### src/rtl/bitslip_pkg.sv
// Shared types and helpers for the multi-lane bitslip word aligner.
package bitslip_pkg;

    // Ceiling log2, never below 1 so a count of 1 or 2 still gets a usable width.
    function automatic int unsigned clogb2(input int unsigned value);
        int unsigned res;
        res = 1;
        for (int i = 1; i < 32; i++) begin
            if (value > (32'd1 << i)) res = 32'(i + 1);
        end
        return res;
    endfunction

    localparam logic [7:0] DEFAULT_TRAIN_PATTERN = 8'h5C;

    typedef enum logic [2:0] {
        ST_IDLE   = 3'd0,
        ST_SETTLE = 3'd1,
        ST_CHECK  = 3'd2,
        ST_SLIP   = 3'd3,
        ST_LOCKED = 3'd4,
        ST_FAIL   = 3'd5
    } lane_state_e;

endpackage

### src/rtl/bitslip_lane.sv
// One lane: 1-cycle bitslip barrel shifter and the training FSM that hunts for the pattern.
module bitslip_lane
    import bitslip_pkg::*;
#(
    parameter int unsigned          DATA_BITS     = 8,
    parameter int unsigned          CNT_BITS      = clogb2(DATA_BITS),
    parameter logic [DATA_BITS-1:0] TRAIN_PATTERN = DATA_BITS'(DEFAULT_TRAIN_PATTERN),
    parameter int unsigned          SETTLE_CYCLES = 3,
    parameter int unsigned          MATCH_COUNT   = 16
) (
    input  logic                 clk,
    input  logic                 rst_n,
    input  logic                 align_en,
    input  logic                 restart,
    input  logic                 manual_en,
    input  logic [CNT_BITS-1:0]  manual_bitpos,
    input  logic [DATA_BITS-1:0] din,
    output logic [DATA_BITS-1:0] dout,
    output logic [CNT_BITS-1:0]  bitpos,
    output logic                 lane_locked,
    output logic                 lane_err
);

    localparam int unsigned WAIT_BITS  = clogb2(SETTLE_CYCLES);
    localparam int unsigned MATCH_BITS = clogb2(MATCH_COUNT);

    localparam logic [CNT_BITS-1:0]   POS_LAST   = CNT_BITS'(DATA_BITS - 1);
    localparam logic [WAIT_BITS-1:0]  WAIT_LAST  = WAIT_BITS'(SETTLE_CYCLES - 1);
    localparam logic [MATCH_BITS-1:0] MATCH_LAST = MATCH_BITS'(MATCH_COUNT - 1);

    lane_state_e            state;
    logic [DATA_BITS-1:0]   din_1;
    logic [WAIT_BITS-1:0]   wait_cnt;
    logic [CNT_BITS-1:0]    slip_cnt;
    logic [MATCH_BITS-1:0]  match_cnt;

    logic [DATA_BITS-1:0]   aligned_c;
    logic [CNT_BITS-1:0]    manual_pos_c;

    // Window spans the previous and current word; earliest bit sits at the LSB.
    assign aligned_c    = DATA_BITS'({din, din_1} >> bitpos);
    assign manual_pos_c = (32'(manual_bitpos) >= DATA_BITS) ? POS_LAST : manual_bitpos;

    always_ff @(posedge clk) begin
        if (!rst_n) begin
            din_1 <= '0;
            dout  <= '0;
        end else begin
            din_1 <= din;
            dout  <= aligned_c;
        end
    end

    // Training FSM; manual override, restart and disable pre-empt normal transitions.
    always_ff @(posedge clk) begin
        if (!rst_n) begin
            state       <= ST_IDLE;
            bitpos      <= '0;
            wait_cnt    <= '0;
            slip_cnt    <= '0;
            match_cnt   <= '0;
            lane_locked <= 1'b0;
            lane_err    <= 1'b0;
        end else if (manual_en) begin
            state       <= ST_IDLE;
            bitpos      <= manual_pos_c;
            lane_locked <= 1'b0;
            lane_err    <= 1'b0;
        end else if (restart) begin
            state       <= ST_SETTLE;
            wait_cnt    <= '0;
            slip_cnt    <= '0;
            match_cnt   <= '0;
            lane_locked <= 1'b0;
            lane_err    <= 1'b0;
        end else if (!align_en) begin
            state       <= ST_IDLE;
            lane_locked <= 1'b0;
            lane_err    <= 1'b0;
        end else begin
            case (state)
                ST_IDLE: begin
                    state    <= ST_SETTLE;
                    slip_cnt <= '0;
                    wait_cnt <= '0;
                end
                ST_SETTLE: begin
                    if (wait_cnt == WAIT_LAST) begin
                        state     <= ST_CHECK;
                        match_cnt <= '0;
                    end else begin
                        wait_cnt <= wait_cnt + WAIT_BITS'(1);
                    end
                end
                ST_CHECK: begin
                    if (dout == TRAIN_PATTERN) begin
                        if (match_cnt == MATCH_LAST) begin
                            state       <= ST_LOCKED;
                            lane_locked <= 1'b1;
                        end else begin
                            match_cnt <= match_cnt + MATCH_BITS'(1);
                        end
                    end else if (slip_cnt != POS_LAST) begin
                        state <= ST_SLIP;
                    end else begin
                        state    <= ST_FAIL;
                        lane_err <= 1'b1;
                    end
                end
                ST_SLIP: begin
                    bitpos   <= (bitpos == POS_LAST) ? '0 : bitpos + CNT_BITS'(1);
                    slip_cnt <= slip_cnt + CNT_BITS'(1);
                    wait_cnt <= '0;
                    state    <= ST_SETTLE;
                end
                ST_LOCKED: begin
                    lane_locked <= 1'b1;
                end
                ST_FAIL: begin
                    lane_err    <= 1'b1;
                    lane_locked <= 1'b0;
                end
                default: begin
                    state <= ST_IDLE;
                end
            endcase
        end
    end

endmodule

### src/rtl/bitslip_align.sv
// Multi-lane word aligner: independent per-lane bitslip trainers plus a global lock flag.
module bitslip_align
    import bitslip_pkg::*;
#(
    parameter int unsigned          NUM_LANES     = 4,
    parameter int unsigned          DATA_BITS     = 8,
    parameter int unsigned          CNT_BITS      = clogb2(DATA_BITS),
    parameter logic [DATA_BITS-1:0] TRAIN_PATTERN = DATA_BITS'(DEFAULT_TRAIN_PATTERN),
    parameter int unsigned          SETTLE_CYCLES = 3,
    parameter int unsigned          MATCH_COUNT   = 16
) (
    input  logic                           clk,
    input  logic                           rst_n,
    input  logic                           align_en,
    input  logic                           restart,
    input  logic                           manual_en,
    input  logic [NUM_LANES*CNT_BITS-1:0]  manual_bitpos,
    input  logic [NUM_LANES*DATA_BITS-1:0] din,
    output logic [NUM_LANES*DATA_BITS-1:0] dout,
    output logic [NUM_LANES*CNT_BITS-1:0]  bitpos,
    output logic [NUM_LANES-1:0]           lane_locked,
    output logic [NUM_LANES-1:0]           lane_err,
    output logic                           all_locked
);

    for (genvar g = 0; g < NUM_LANES; g++) begin : g_lane
        bitslip_lane #(
            .DATA_BITS     (DATA_BITS),
            .CNT_BITS      (CNT_BITS),
            .TRAIN_PATTERN (TRAIN_PATTERN),
            .SETTLE_CYCLES (SETTLE_CYCLES),
            .MATCH_COUNT   (MATCH_COUNT)
        ) u_lane (
            .clk           (clk),
            .rst_n         (rst_n),
            .align_en      (align_en),
            .restart       (restart),
            .manual_en     (manual_en),
            .manual_bitpos (manual_bitpos[g*CNT_BITS +: CNT_BITS]),
            .din           (din[g*DATA_BITS +: DATA_BITS]),
            .dout          (dout[g*DATA_BITS +: DATA_BITS]),
            .bitpos        (bitpos[g*CNT_BITS +: CNT_BITS]),
            .lane_locked   (lane_locked[g]),
            .lane_err      (lane_err[g])
        );
    end

    // Global lock lags the per-lane flags by one cycle.
    always_ff @(posedge clk) begin
        if (!rst_n) begin
            all_locked <= 1'b0;
        end else begin
            all_locked <= &lane_locked;
        end
    end

endmodule

### config.mk
export PLATFORM = sky130hd
export DESIGN_NAME = bitslip_align
export DESIGN_NICKNAME = d
export VERILOG_FILES = /design/src/rtl/bitslip_pkg.sv /design/src/rtl/bitslip_lane.sv /design/src/rtl/bitslip_align.sv
export SDC_FILE = /design/constraint.sdc
export NUM_CORES = 1
export LEC_CHECK = 0
export CAP_MARGIN = 10
export CORE_MARGIN = 3
export CORE_UTILIZATION = 37
export DETAILED_ROUTE_END_ITERATION = 8
export SETUP_SLACK_MARGIN = 0.4
export SYNTH_ARGS = -nofsm -noshare
export SYNTH_HDL_FRONTEND = slang
export SYNTH_SLANG_ARGS = --single-unit
### constraint.sdc
create_clock -name clk -period 5.2 [get_ports clk]
set_clock_uncertainty 0.1 [all_clocks]
set_input_delay 1.04 -clock clk [delete_from_list [all_inputs] [get_ports clk]]
set_output_delay 1.04 -clock clk [all_outputs]
set_load 0.1 [all_outputs]
Yosys cells after proc, flatten, opt, wreduce, memory -nomap -nowiden
Cells that the tools add are included.
Widths: inputs -> output; s select.
{"block": "totals", "register_bits": 133, "inputBits": 49, "output_inout_bits": 53, "elab_cells": 358}
{"block": "op_classes", "n_addsub": 16, "n_eq_ne": 93, "shift": 4, "muxes": 124, "n_bitwise": 7, "n_reduce_logical": 73}
{"operator": "$mux 3", "count": 44}
{"operator": "$mux 4", "count": 20}
{"operator": "$reduce_and 3->1", "count": 24}
{"operator": "$shr 16x3->8", "count": 4}
{"operator": "$ne 3x3->1 const B", "count": 16}
{"operator": "$pmux 3 s4", "count": 4}
{"operator": "$reduce_bool 3->1", "count": 16}
{"operator": "$eq 3x3->1 const B", "count": 12}
{"operator": "$ne 3x2->1 const B", "count": 12}
{"operator": "$eq 8x7->1 const B", "count": 4}
{"operator": "$pmux 4 s2", "count": 4}
{"operator": "$ne 2x1->1 const B", "count": 13}
{"operator": "$add 3x1->3 const B", "count": 8}
{"operator": "$eq 3x2->1 const B", "count": 8}
{"operator": "$mux 1", "count": 24}
{"operator": "$mux 2", "count": 12}
{"operator": "$pmux 3 s2", "count": 4}
{"operator": "$reduce_and 6->1", "count": 4}
{"operator": "$ne 5x5->1 const B", "count": 4}
{"operator": "$reduce_and 4->1", "count": 5}
{"operator": "$reduce_bool 2->1", "count": 10}
{"operator": "$reduce_or 2->1", "count": 9}
{"operator": "$add 4x1->4 const B", "count": 4}
{"operator": "$eq 4x4->1 const B", "count": 4}
{"operator": "other kinds (11)", "count": 48}

Depth between registers and ports, before layout
Gate-level depths: netlist of the first run.
{"block": "logic_depth", "ltp_word": 6, "depth_mapped": 7, "depth_no_buf": 6}

Cells and area by module
Synthesis of the first run repeated with hierarchy kept, for this count alone.
{"block": "unflattened", "hier_cells": 738, "hier_area_um2": 7186.9}
{"module": "bitslip_lane at g_lane[0].u_lane ...", "n_inst": 3, "cells_per_inst": 183, "area_per_inst_um2": 1784.2, "seq_area_each_um2": 660.6}
{"module": "bitslip_lane at g_lane[3].u_lane", "n_inst": 1, "cells_per_inst": 185, "area_per_inst_um2": 1801.7, "seq_area_each_um2": 660.6}
{"module": "bitslip_align", "n_inst": 1, "cells_per_inst": 4, "area_per_inst_um2": 32.5, "seq_area_each_um2": 20.0}

Worst setup path after synthesis of the first run
OpenSTA, ideal clock, no wires.
{"block": "synth_path", "kind": "input port to flip-flop", "from": "input port manual_en", "to": "register g_lane[0].u_lane.match_cnt[3]", "setup_ps": 70, "arrival_ps": 2355, "t_required_ps": 5030, "setup_slack_ps": 2675, "stages": 6, "n_path_buf": 2, "cell_sequence": "buf_2 > o21ba_2 > buf_2 > o21ai_0 > or4_1 > a21oi_1"}
{"block": "synth_between", "elab_chain_cells": 2}
{"item": "from (decl)", "line_no": "bitslip_align.sv:16", "rtl": "input logic manual_en,"}
{"item": "$not 1->1 (no source line)"}
{"item": "$reduce_and 6->1 (no source line)"}
{"item": "to (signal assigned)", "line_no": "bitslip_lane.sv:101", "rtl": "match_cnt <= match_cnt + MATCH_BITS'(1);"}
{"item": "to (decl)", "line_no": "bitslip_lane.sv:35", "rtl": "logic [MATCH_BITS-1:0] match_cnt;"}
No other way between the ends.
A chain may end at the register's enable or synchronous reset.

Worst setup path after layout of the first run
{"block": "layout_path", "from": "register g_lane[1].u_lane.bitpos[1]", "to": "output port bitpos[4]"}
{"item": "from (decl)", "line_no": "bitslip_lane.sv:19", "rtl": "output logic [CNT_BITS-1:0] bitpos,"}
{"item": "from (signal assigned)", "line_no": "bitslip_lane.sv:66", "rtl": "bitpos <= manual_pos_c;"}
{"item": "from (signal assigned)", "line_no": "bitslip_lane.sv:111", "rtl": "bitpos <= (bitpos == POS_LAST) ? '0 : bitpos + CNT_BITS'(1);"}
{"item": "to (decl)", "line_no": "bitslip_align.sv:20", "rtl": "output logic [NUM_LANES*CNT_BITS-1:0] bitpos,"}
No word-level cell between the ends.

==> results of run 1 <==
==> synthesized netlist by cell type, types with 3 or more instances <==
cell	instances
a211oi_1	11
a21boi_0	3
a21oi_1	40
a221oi_1	5
a311oi_1	8
a31oi_1	8
and2_1	33
and3_1	4
and4_1	3
and4bb_2	3
buf_2	9
buf_4	8
clkbuf_1	35
dfxtp_1	133
ha_1	23
inv_1	15
mux2i_1	56
mux4_2	31
nand2_1	47
nand2b_1	14
nand3_1	16
nand3b_1	3
nand4_1	8
nand4b_1	10
nor2_1	59
nor2b_1	6
nor3_1	7
nor3b_1	6
nor4_1	3
nor4b_1	4
nor4bb_1	7
o21a_1	6
o21ai_0	33
o22ai_1	9
o31ai_1	3
o32ai_1	4
or3_1	7
or4_1	3
==> routing by layer <==
| metal | wire length, microns | vias up |
|---|---|---|
| li1 | - | 2805 |
| met1 | 7950 | 2808 |
| met2 | 8460 | 180 |
| met3 | 893 | 16 |
| met4 | 251 | 0 |
| met5 | 0 | - |
==> power groups by stage <==
stage | Clock (mW) | Combinational, mW | Sequential (mW)
after global placement | 0 | 0.516 | 1.14
after CTS | 1.13 | 0.524 | 1.12
after global routing | 1.18 | 0.550 | 1.13
final | 1.11 | 0.521 | 1.12
after detailed placement | 0 | 0.522 | 1.14
after floorplan | 0 | 0.207 | 1.31
==> state kept, by name, indices dropped and copies added (netlist names) <==
register	count
all_locked	1
g_lane.u_lane.bitpos	12
g_lane.u_lane.din_1	32
g_lane.u_lane.dout	32
g_lane.u_lane.lane_err	4
g_lane.u_lane.lane_locked	4
g_lane.u_lane.match_cnt	16
g_lane.u_lane.slip_cnt	12
g_lane.u_lane.state	12
g_lane.u_lane.wait_cnt	8
==> final cells by class <==
class / instances / area (sq um)
fill: 1675 / 9600
multi-input combinational: 514 / 3960
sequential: 133 / 2660
timing repair buffer: 106 / 1040
clock buffer: 24 / 492
tap: 229 / 287
inverter: 15 / 56.3
clock inverter: 5 / 50.0
==> worst max path at each step <==
stage | cells after the start | slack, ps | to
after floorplan | 6 | 2670 | g_lane[0].u_lane.match_cnt[3]
after global placement | 5 | 1710 | g_lane[0].u_lane.match_cnt[3]
after detailed placement | 5 | 1650 | g_lane[0].u_lane.match_cnt[3]
after CTS | 1 | 1470 | bitpos[4]
after global routing | 1 | 1390 | bitpos[7]
final | 1 | 1490 | bitpos[4]
==> cell families after synthesis <==
| logic type | share of synthesized area [%] |
|---|---|
| and+or+nand+nor | 20.9 |
| AOI/OAI and AO/OA | 13.3 |
| DFF | 38.4 |
| muxes | 18.2 |
| buffers and inverters | 4.48 |
| adders and majority gates | 4.15 |
| xor gates and xnor gates | 0.506 |
==> stage by stage <==
stage	utilization, %	setup WS [ps]
2_1_floorplan	-	2670
3_3_place_gp	44.1	1710
3_5_place_dp	44.1	1650
4_1_cts	47.1	1470
5_1_grt	47.1	1390
6_report	47.1	1490
==> run summary, run 1 <==
RUN STATUS
----------------------------------------------------------------------------------------
Outcome                                                                     complete, no violations

ROUTING
----------------------------------------------------------------------------------------
Total Wirelength                                                                 17.6 mm
Antenna viol nets, final                                                               0
Detailed-routing iteration count for the pre-antenna-repair pass                       5
Total number of vias                                                               5,809
Number of DRC violations after detailed-routing iteration 0                          304
Remaining routing DRC violations                                                       0
Drt wl/cell                                                                 17.1 microns
Number of vias per cell after detailed routing                                      5.66

TIMING
----------------------------------------------------------------------------------------
Worst hold slack                                                                  367 ps
Final Cycle Share                                                                  71.3%
Unrepaired setup endpoints after global routing                                    false
Number of slew-limit violations in the final report                                    0
Rel. slew slack                                                                    23.7%
Actual transition at the worst max-transition pin                                1140 ps
Maximum achievable frequency                                                     270 MHz
Number of setup violations in the final report                                         0
Setup TNS                                                                           0 ps
Tmin final                                                                       3710 ps
Hold Violations, Final                                                                 0

SYNTHESIS
----------------------------------------------------------------------------------------
Syn Area/Cell                                                                 9.65 sq um
Number of instances in the synthesized netlist                                       718
Top FF cell, synth                                                               dfxtp_1
Mapped Area                                                                   6930 sq um
Count of unique library cells instantiated by Yosys                                   64
Sequential share of the synthesized area                                           38.4%
Number of enable flip-flop cells after synthesis                                       0
Area share of the leading cell type in the synthesized netlist                     38.4%
Synth area leaders                                                          dfxtp_1 38%, mux4_2 10%, mux2i_1 8.1%
Fraction of synthesis flops using an asynchronous set or reset pin                    0%
Number of warnings printed during yosys synthesis                                      0
Largest area contributor in the synthesized netlist                              dfxtp_1
Flip-flop and latch count after synthesis                                            133
Syn Nets                                                                             790

CTS
----------------------------------------------------------------------------------------
CTS tree                                                                             yes
Sinks on the clock net                                                               133
Clock transition at the registers of the reported paths                            60 ps
Count of cells resized by post-cts repair                                              0
Clock latency on the worst-skew pair                                              410 ps
H-tree depth reported by CTS                                                           4
Clock buffer count from CTS                                                           17
Quantity of hold-fixing buffers added after cts                                        0
Root Buffer                                                                    clkbuf_16
CTS max path bufs                                                                      2
Post-CTS Setup Repair Bufs                                                             0

GLOBAL ROUTE
----------------------------------------------------------------------------------------
Global routing met1 resource utilization                                           23.2%
Remaining global-route overflow                                                        0
Wire length of the first global-routing pass                                     29.2 mm
Most utilized layer in the global route result                                      met2
Met3 GRT Util                                                                      4.39%
Vias in the first global route                                                     5,826
Number of antenna violations at the first check in global routing                      0
Maximum number of pins on one net before global-route repair                          66
Total track usage                                                                  17.7%
Met2 GRT Util                                                                      28.7%

POWER
----------------------------------------------------------------------------------------
Power per unit of standard cell area                                         322 nW/um^2
Leak Pwr                                                                         3.01 nW
Pint                                                                             1.95 mW
Sw Share                                                                           29.1%
Register share of total power                                                      40.7%
IR Drop Worst-Case VDD                                                          0.221 mV
Part of the power in the clock network                                             40.3%
Final total power                                                                2.75 mW
Switching Power                                                                   802 uW
Share of total power in combinational logic                                        18.9%

FLOORPLAN
----------------------------------------------------------------------------------------
Total die area                                                              20,400 sq um
Core area                                                                   18,100 sq um
Starting utilization of the core area                                              38.2%
Io pins                                                                              102
Vertical extent of the die                                                   143 microns
Row cnt                                                                               49
Die Span X                                                                   143 microns

CRITICAL PATH
----------------------------------------------------------------------------------------
Critical Path Source Type                                                      flip-flop
Ordered list of cells on the worst path                                     clkdlybuf4s50_1
Critical setup path kind                                                         reg2out
Timing startpoint of the critical path                                      g_lane[1].u_lane.bitpos[1]
Data arrival time of the critical path                                           2570 ps
R2r endpoint                                                                g_lane[2].u_lane.match_cnt[1]
RR Startpoint                                                               g_lane[2].u_lane.dout[2]
Required time reported for the critical path endpoint                            4060 ps
Number of cells traversed by the worst register-to-register path                       4
FF-to-FF setup slack                                                             2860 ps
Slowest CP cell                                                             clkdlybuf4s50_1
Maximum cell stage delay along the critical path                                 1280 ps
Category of the worst setup path capture point                                output pin
Maximum fanout along the worst path                                                   16
Delay-heaviest family, CP                                                   buffers and inverters
Buffers and inverters on the worst path                                                1

JOB
----------------------------------------------------------------------------------------
Number of violations of the max-capacitance limit                                      0

PLACE
----------------------------------------------------------------------------------------
Port Buffers                                                                         101
Placed Instance Area                                                          8000 sq um
Total half-perimeter wirelength after legalization and detailed placement        12.8 mm
Number of placed instances with taps included                                        997
Placer congestion estimate                                                         0.842

MIN PATH
----------------------------------------------------------------------------------------
Min-delay worst type                                                             reg2reg
Hold Crit Depth                                                                        2
End point of the most critical hold path                                    g_lane[2].u_lane.wait_cnt[0]
Min-Delay Startpoint                                                        g_lane[2].u_lane.wait_cnt[0]

LAYOUT
----------------------------------------------------------------------------------------
Leading cell types in the layout, fill and taps excluded                    133 x dfxtp_1, 100 x clkdlybuf4s50_1, 59 x nor2_1
Finished Cell Area                                                            8550 sq um
Number of nets in the layout                                                         859
Most common cell after layout, fill and taps aside                               dfxtp_1
Post-route insts no fill                                                           1,026
Area growth from synthesis to final layout                                         23.4%
Number of diodes                                                                       0
Layout cell share with drive strength beyond 1                                     9.16%

Power figures use the tool's default switching activity.
==> run 2: changes to the inputs <==
==> constraint.sdc (replaced) <==
create_clock -name clk -period 3 [get_ports clk]
set_clock_uncertainty 0.1 [all_clocks]
set_input_delay 0.6 -clock clk [delete_from_list [all_inputs] [get_ports clk]]
set_output_delay 0.6 -clock clk [all_outputs]
set_load 0.1 [all_outputs]
==> run 2 against run 1 <==
Worst hold slack improved by 2.7 ps; largest cell class unchanged; final cell count rose by 2.3%; final area rose by 0.70%; critical path type unchanged; critical path depth did not move; register-to-register slack got worse by 1900 ps; count of clock-buffer cells in the layout fell by 5; power rose by 77%; setup slack got worse by 910 ps.
==> run summary, run 2 (synthesized netlist as in run 1, its figures left out) <==
RUN STATUS
----------------------------------------------------------------------------------------
Outcome                                                                     complete, no violations

TIMING
----------------------------------------------------------------------------------------
Rel. slew slack                                                                    42.7%   +19 points
Setup TNS                                                                           0 ps   unchanged
Hold Violations, Final                                                                 0   unchanged
Maximum achievable frequency                                                     414 MHz
Worst hold slack                                                                  370 ps   +2.70 ps
Number of setup violations in the final report                                         0   unchanged
Tmin final                                                                       2410 ps
Number of slew-limit violations in the final report                                    0   unchanged
Final Cycle Share                                                                  80.5%
Actual transition at the worst max-transition pin                                 858 ps   -285 ps
Unrepaired setup endpoints after global routing                                    false

POWER
----------------------------------------------------------------------------------------
Register share of total power                                                      39.7%   -1.0 points
Power per unit of standard cell area                                         566 nW/um^2   +76%
Pint                                                                             3.41 mW   +75%
Sw Share                                                                           29.9%   +0.82 points
Leak Pwr                                                                         3.21 nW   +6.7%
Part of the power in the clock network                                             41.4%   +1.1 points
Share of total power in combinational logic                                        18.8%   about the same
IR Drop Worst-Case VDD                                                          0.371 mV   +68%
Switching Power                                                                  1.46 mW   +82%

CTS
----------------------------------------------------------------------------------------
Quantity of hold-fixing buffers added after cts                                        0   unchanged
Sinks on the clock net                                                               133   unchanged
Clock transition at the registers of the reported paths                            60 ps   about the same
CTS max path bufs                                                                      2   unchanged
Clock buffer count from CTS                                                           17   unchanged
Count of cells resized by post-cts repair                                              0   unchanged
Post-CTS Setup Repair Bufs                                                             0   unchanged
Root Buffer                                                                    clkbuf_16
CTS tree                                                                             yes
Clock latency on the worst-skew pair                                              410 ps   about the same
H-tree depth reported by CTS                                                           4   unchanged

ROUTING
----------------------------------------------------------------------------------------
Number of DRC violations after detailed-routing iteration 0                          253   -17%
Total Wirelength                                                                 17.6 mm   +0.36%
Drt wl/cell                                                                 16.8 microns   -1.9%
Number of vias per cell after detailed routing                                      5.57   -1.5%
Remaining routing DRC violations                                                       0   unchanged
Total number of vias                                                               5,853   +0.76%
Detailed-routing iteration count for the pre-antenna-repair pass                       5   unchanged
Antenna viol nets, final                                                               0   unchanged

FLOORPLAN
----------------------------------------------------------------------------------------
Total die area                                                              20,400 sq um   unchanged
Vertical extent of the die                                                   143 microns   unchanged
Io pins                                                                              102   unchanged
Row cnt                                                                               49   unchanged
Starting utilization of the core area                                              38.2%   unchanged
Die Span X                                                                   143 microns   unchanged
Core area                                                                   18,100 sq um   unchanged

CRITICAL PATH
----------------------------------------------------------------------------------------
Required time reported for the critical path endpoint                            2300 ps   -1760 ps
Slowest CP cell                                                                  dfxtp_1
Buffers and inverters on the worst path                                                1   unchanged
Category of the worst setup path capture point                                output pin
Ordered list of cells on the worst path                                            buf_4
Data arrival time of the critical path                                           1710 ps   -860 ps
Delay-heaviest family, CP                                                     flip-flops
Critical Path Source Type                                                      flip-flop
Critical setup path kind                                                         reg2out
Maximum cell stage delay along the critical path                                  880 ps   -400 ps
Maximum fanout along the worst path                                                   16   unchanged

LAYOUT
----------------------------------------------------------------------------------------
Area growth from synthesis to final layout                                         24.2%
Most common cell after layout, fill and taps aside                               dfxtp_1
Finished Cell Area                                                            8610 sq um   +0.70%
Number of nets in the layout                                                         880   +2.4%
Largest registers ranked by flip-flop count                                 g_lane.u_lane.din_1: 32 flops, g_lane.u_lane.dout: 32 flops, g_lane.u_lane.match_cnt: 16 flops
Layout cell share with drive strength beyond 1                                     18.5%   +9.4 points
Leading cell types in the layout, fill and taps excluded                    133 x dfxtp_1, 79 x buf_4, 59 x nor2_1
Number of diodes                                                                       0   unchanged

PLACE
----------------------------------------------------------------------------------------
Placed Instance Area                                                          8030 sq um   +0.31%
Placer congestion estimate                                                         0.834   -0.95%
Total half-perimeter wirelength after legalization and detailed placement        13.3 mm   +4.4%
Port Buffers                                                                         101   unchanged

MIN PATH
----------------------------------------------------------------------------------------
Min-delay worst type                                                             reg2reg

JOB
----------------------------------------------------------------------------------------
Number of violations of the max-capacitance limit                                      0   unchanged

GLOBAL ROUTE
----------------------------------------------------------------------------------------
Number of antenna violations at the first check in global routing                      0   unchanged
Met2 GRT Util                                                                      28.8%   +0.12 points
Total track usage                                                                  17.6%   -0.11 points
Most utilized layer in the global route result                                      met2
Maximum number of pins on one net before global-route repair                          44   -33%
Global routing met1 resource utilization                                           23.4%   +0.23 points
Met3 GRT Util                                                                      4.19%   -0.20 points
Vias in the first global route                                                     5,826   unchanged
Wire length of the first global-routing pass                                     29.0 mm   -0.64%
Remaining global-route overflow                                                        0   unchanged

==> run 2: cell count changes in the layout (fill, tap and decap cells not counted), sizes merged <==
cell / before / now
buf: 6 / 80
clkdlybuf4s50: 100 / 47
clkbuf: 24 / 19
clkinv: 4 / 8
clkinvlp: 0 / 3
bufinv: 1 / 2
==> run 2: cell type report <==
| class | count | area, sq um |
|---|---|---|
| multi-input cells | 514 | 3960 |
| clock buffers | 19 | 443 |
| clock inverters | 13 | 134 |
| flip-flops and latches | 133 | 2660 |
| repair buffers | 127 | 1070 |
| inverters | 15 | 56.3 |
| fillers | 1684 | 9540 |
| well taps | 229 | 287 |
==> run 2: worst reg2reg max path, stage by stage (launching register included) <==
cell and delay [ps]:
dfxtp_1 430, nor3b_1 520, a221oi_1 220, a211oi_1 460, o22ai_1 170
==> run 2: worst paths after layout <==
check	from	to	slack, ps	cells after the start
worst max-delay path	g_lane[1].u_lane.bitpos[1]	bitpos[4]	590	1
worst min-delay path	g_lane[3].u_lane.wait_cnt[0]	g_lane[3].u_lane.wait_cnt[0]	370	2
worst max register to register	g_lane[2].u_lane.state[0]	g_lane[2].u_lane.match_cnt[0]	960	4
worst min register to register	g_lane[3].u_lane.wait_cnt[0]	g_lane[3].u_lane.wait_cnt[0]	370	2
==> run 2: stage by stage <==
step           instances  total power [mW]  utilization (%)  setup WS, ps
2_1_floorplan        718              2.63                -           542
3_3_place_gp        1018              2.88             44.2           275
3_5_place_dp        1018              2.89             44.2           272
4_1_cts             1050              4.92             47.4           572
5_1_grt             1050              5.06             47.4           505
6_report            1050              4.87             47.4           586
==> run 2: per-layer routing <==
metal	vias up	wire (microns)
met5	-	0
met4	0	158
met3	14	711
met2	123	8420
met1	2862	8330
li1	2854	-
==> run 2: power by group through the flow <==
stage	clock network, mW	logic, mW	registers [mW]
4_1_cts	2.06	0.920	1.94
2_1_floorplan	0	0.359	2.28
3_5_place_dp	0	0.919	1.97
3_3_place_gp	0	0.908	1.97
6_report	2.02	0.917	1.94
5_1_grt	2.15	0.966	1.95
==> run 3: changes to the inputs <==
==> constraint.sdc (replaced) <==
create_clock -name clk -period 1.96 [get_ports clk]
set_clock_uncertainty 0.1 [all_clocks]
set_input_delay 0.392 -clock clk [delete_from_list [all_inputs] [get_ports clk]]
set_output_delay 0.392 -clock clk [all_outputs]
set_load 0.1 [all_outputs]
==> run 3 against run 2 <==
Via count rose by 7.6%; count of clock-buffer cells in the layout grew 1; worst hold slack gained 6.2 ps; wire length up 13%; sequential power grew 52%; first-iteration DRC count grew 22%; global-route usage grew 2.0 points; largest cell class unchanged; highest routed layer unchanged.
==> run summary, run 3 (synthesized netlist as in run 1, its figures left out) <==
CRITICAL PATH
----------------------------------------------------------------------------------------
Category of the worst setup path capture point                                 flip-flop
Critical Path Source Type                                                      flip-flop
Critical setup path kind                                                         reg2reg
Data arrival time of the critical path                                           2000 ps   +290 ps
Maximum fanout along the worst path                                                    7   -9
Required time reported for the critical path endpoint                            2160 ps   -140 ps

LAYOUT
----------------------------------------------------------------------------------------
Area growth from synthesis to final layout                                         56.5%
Finished Cell Area                                                          10,800 sq um   +26%
Number of nets in the layout                                                         970   +10%
Most common cell after layout, fill and taps aside                                 buf_4
Fraction of the core area covered by cells at the end of the flow                  59.8%   +12 points
Number of diodes                                                                       0   unchanged
Layout cell share with drive strength beyond 1                                     42.7%   +24 points
Fillcell total                                                                     1,443   -14%
Largest registers ranked by flip-flop count                                 g_lane.u_lane.din_1: 32 flops, g_lane.u_lane.dout: 32 flops, g_lane.u_lane.match_cnt: 16 flops
Leading cell types in the layout, fill and taps excluded                    94 x buf_4, 70 x dfxtp_1, 58 x buf_12
Area taken by flip-flops and latches                                          2860 sq um   +7.3%
Post-route insts no fill                                                           1,140   +8.6%
Area occupied by multi-input gates                                            4530 sq um   +14%

GLOBAL ROUTE
----------------------------------------------------------------------------------------
Number of antenna violations at the first check in global routing                      0   unchanged
Wire length of the first global-routing pass                                     32.0 mm   +10%
Remaining global-route overflow                                                        0   unchanged
Maximum number of pins on one net before global-route repair                          46   +4.5%
Vias in the first global route                                                     6,465   +11%
Total track usage                                                                  19.6%   +2.0 points

PLACE
----------------------------------------------------------------------------------------
Number of placed instances with taps included                                      1,052   +3.3%
Total half-perimeter wirelength after legalization and detailed placement        14.2 mm   +6.3%
Placer congestion estimate                                                         0.908   +8.8%
Port Buffers                                                                         101   unchanged
Placed Instance Area                                                          9380 sq um   +17%
Dpl ws                                                                           -421 ps   -694 ps

CTS
----------------------------------------------------------------------------------------
CTS tree                                                                             yes
Clock buffer count from CTS                                                           17   unchanged
Root Buffer                                                                    clkbuf_16
H-tree depth reported by CTS                                                           4   unchanged
Quantity of hold-fixing buffers added after cts                                        0   unchanged
Clock latency on the worst-skew pair                                              420 ps   about the same
Clock transition at the registers of the reported paths                            60 ps   about the same
Sinks on the clock net                                                               133   unchanged
CTS max path bufs                                                                      2   unchanged

TIMING
----------------------------------------------------------------------------------------
Number of slew-limit violations in the final report                                    0   unchanged
Hold Violations, Final                                                                 0   unchanged
Final Cycle Share                                                                  91.8%
Tmin final                                                                       1800 ps
Setup TNS                                                                           0 ps   unchanged
Maximum achievable frequency                                                     555 MHz
Actual transition at the worst max-transition pin                                 369 ps   -489 ps
Rel. slew slack                                                                    74.7%   +32 points
Unrepaired setup endpoints after global routing                                     true
Number of setup violations in the final report                                         0   unchanged
Setup slack of the critical path after layout                                     160 ps   -426 ps
Worst hold slack                                                                  376 ps   +6.16 ps

ROUTING
----------------------------------------------------------------------------------------
Number of DRC violations after detailed-routing iteration 0                          308   +22%
Total number of vias                                                               6,295   +7.6%
Total Wirelength                                                                 19.9 mm   +13%
Routed length on met2                                                            9.88 mm   +17%
Number of vias per cell after detailed routing                                      5.52   -0.94%
Antenna viol nets, final                                                               0   unchanged
Drt wl/cell                                                                 17.4 microns   +3.8%
Met3 WL                                                                      914 microns   +29%
Remaining routing DRC violations                                                       0   unchanged
Metal1 wirelength                                                                8.62 mm   +3.5%
Detailed-routing iteration count for the pre-antenna-repair pass                       4   -1
Uppermost layer routed                                                              met4

FLOORPLAN
----------------------------------------------------------------------------------------
Core area                                                                   18,100 sq um   unchanged
Die Span X                                                                   143 microns   unchanged
Io pins                                                                              102   unchanged
Row cnt                                                                               49   unchanged
Starting utilization of the core area                                              38.2%   unchanged
Vertical extent of the die                                                   143 microns   unchanged
Total die area                                                              20,400 sq um   unchanged

POWER
----------------------------------------------------------------------------------------
Final total power                                                                7.97 mW   +64%
Leak Pwr                                                                         4.01 nW   +25%
Power per unit of standard cell area                                         735 nW/um^2   +30%
IR Drop Worst-Case VDD                                                          0.616 mV   +66%

JOB
----------------------------------------------------------------------------------------
Number of violations of the max-capacitance limit                                      0   unchanged

MIN PATH
----------------------------------------------------------------------------------------
Min-delay worst type                                                             reg2reg

RUN STATUS
----------------------------------------------------------------------------------------
Outcome                                                                     complete, no violations

## run 3: cell types whose count changed in the layout (fill, tap and decap cells not counted), moves of 9 or more
cell     change
buf_12      +58
dfxtp_2     +17
a21oi_2      +9
buf_6       +17
dfxtp_1     -63
o21ai_0     -10
buf_4       +15
a21oi_1     -10
dfxtp_4     +46
## run 3: routing by layer
| metal | vias to the layer above | global-route usage (%) |
|---|---|---|
| li1 | 3037 | - |
| met1 | 3057 | 24.7 |
| met2 | 160 | 32.9 |
| met3 | 41 | 5.02 |
| met4 | 0 | 6.50 |
| met5 | - | 0 |
## run 3: power breakdown
group	switching, mW	internal (mW)
Sequential	0.137	2.82
Clock	1.20	1.94
Combinational	1.04	0.845
Total	2.37	5.60
## run 3: path summary, 6_finish.rpt
check / startpoint / end / slack (ps) / cells after the start
min reg2reg: g_lane[1].u_lane.wait_cnt[0] / g_lane[1].u_lane.wait_cnt[0] / 380 / 2
min: g_lane[1].u_lane.wait_cnt[0] / g_lane[1].u_lane.wait_cnt[0] / 380 / 2
max reg2reg: g_lane[0].u_lane.state[0] / g_lane[0].u_lane.match_cnt[1] / 160 / 5
max: g_lane[0].u_lane.state[0] / g_lane[0].u_lane.match_cnt[1] / 160 / 5
## run 3: repair_timing
action	in CTS	in global routing
setup buffers	49	7
setup endpoints to repair	82	71
pin swaps	24	22
resized for setup	74	53
## run 3: area by class of cell
| cell class | instances | area share, % |
|---|---|---|
| clock buffers | 20 | 4.21 |
| inverters | 15 | 0.519 |
| well taps | 229 | 2.64 |
| clock inverters | 12 | 1.19 |
| repair buffers | 217 | 23.3 |
| flip-flops and latches | 133 | 26.3 |
| multi-input cells | 514 | 41.8 |
## run 3: worst max-delay path: stages, from the launching register on
cell     delay (ps)
dfxtp_4         380
or4b_4          580
buf_6           140
o21ai_4         250
or3_1           180
a21oi_2          60
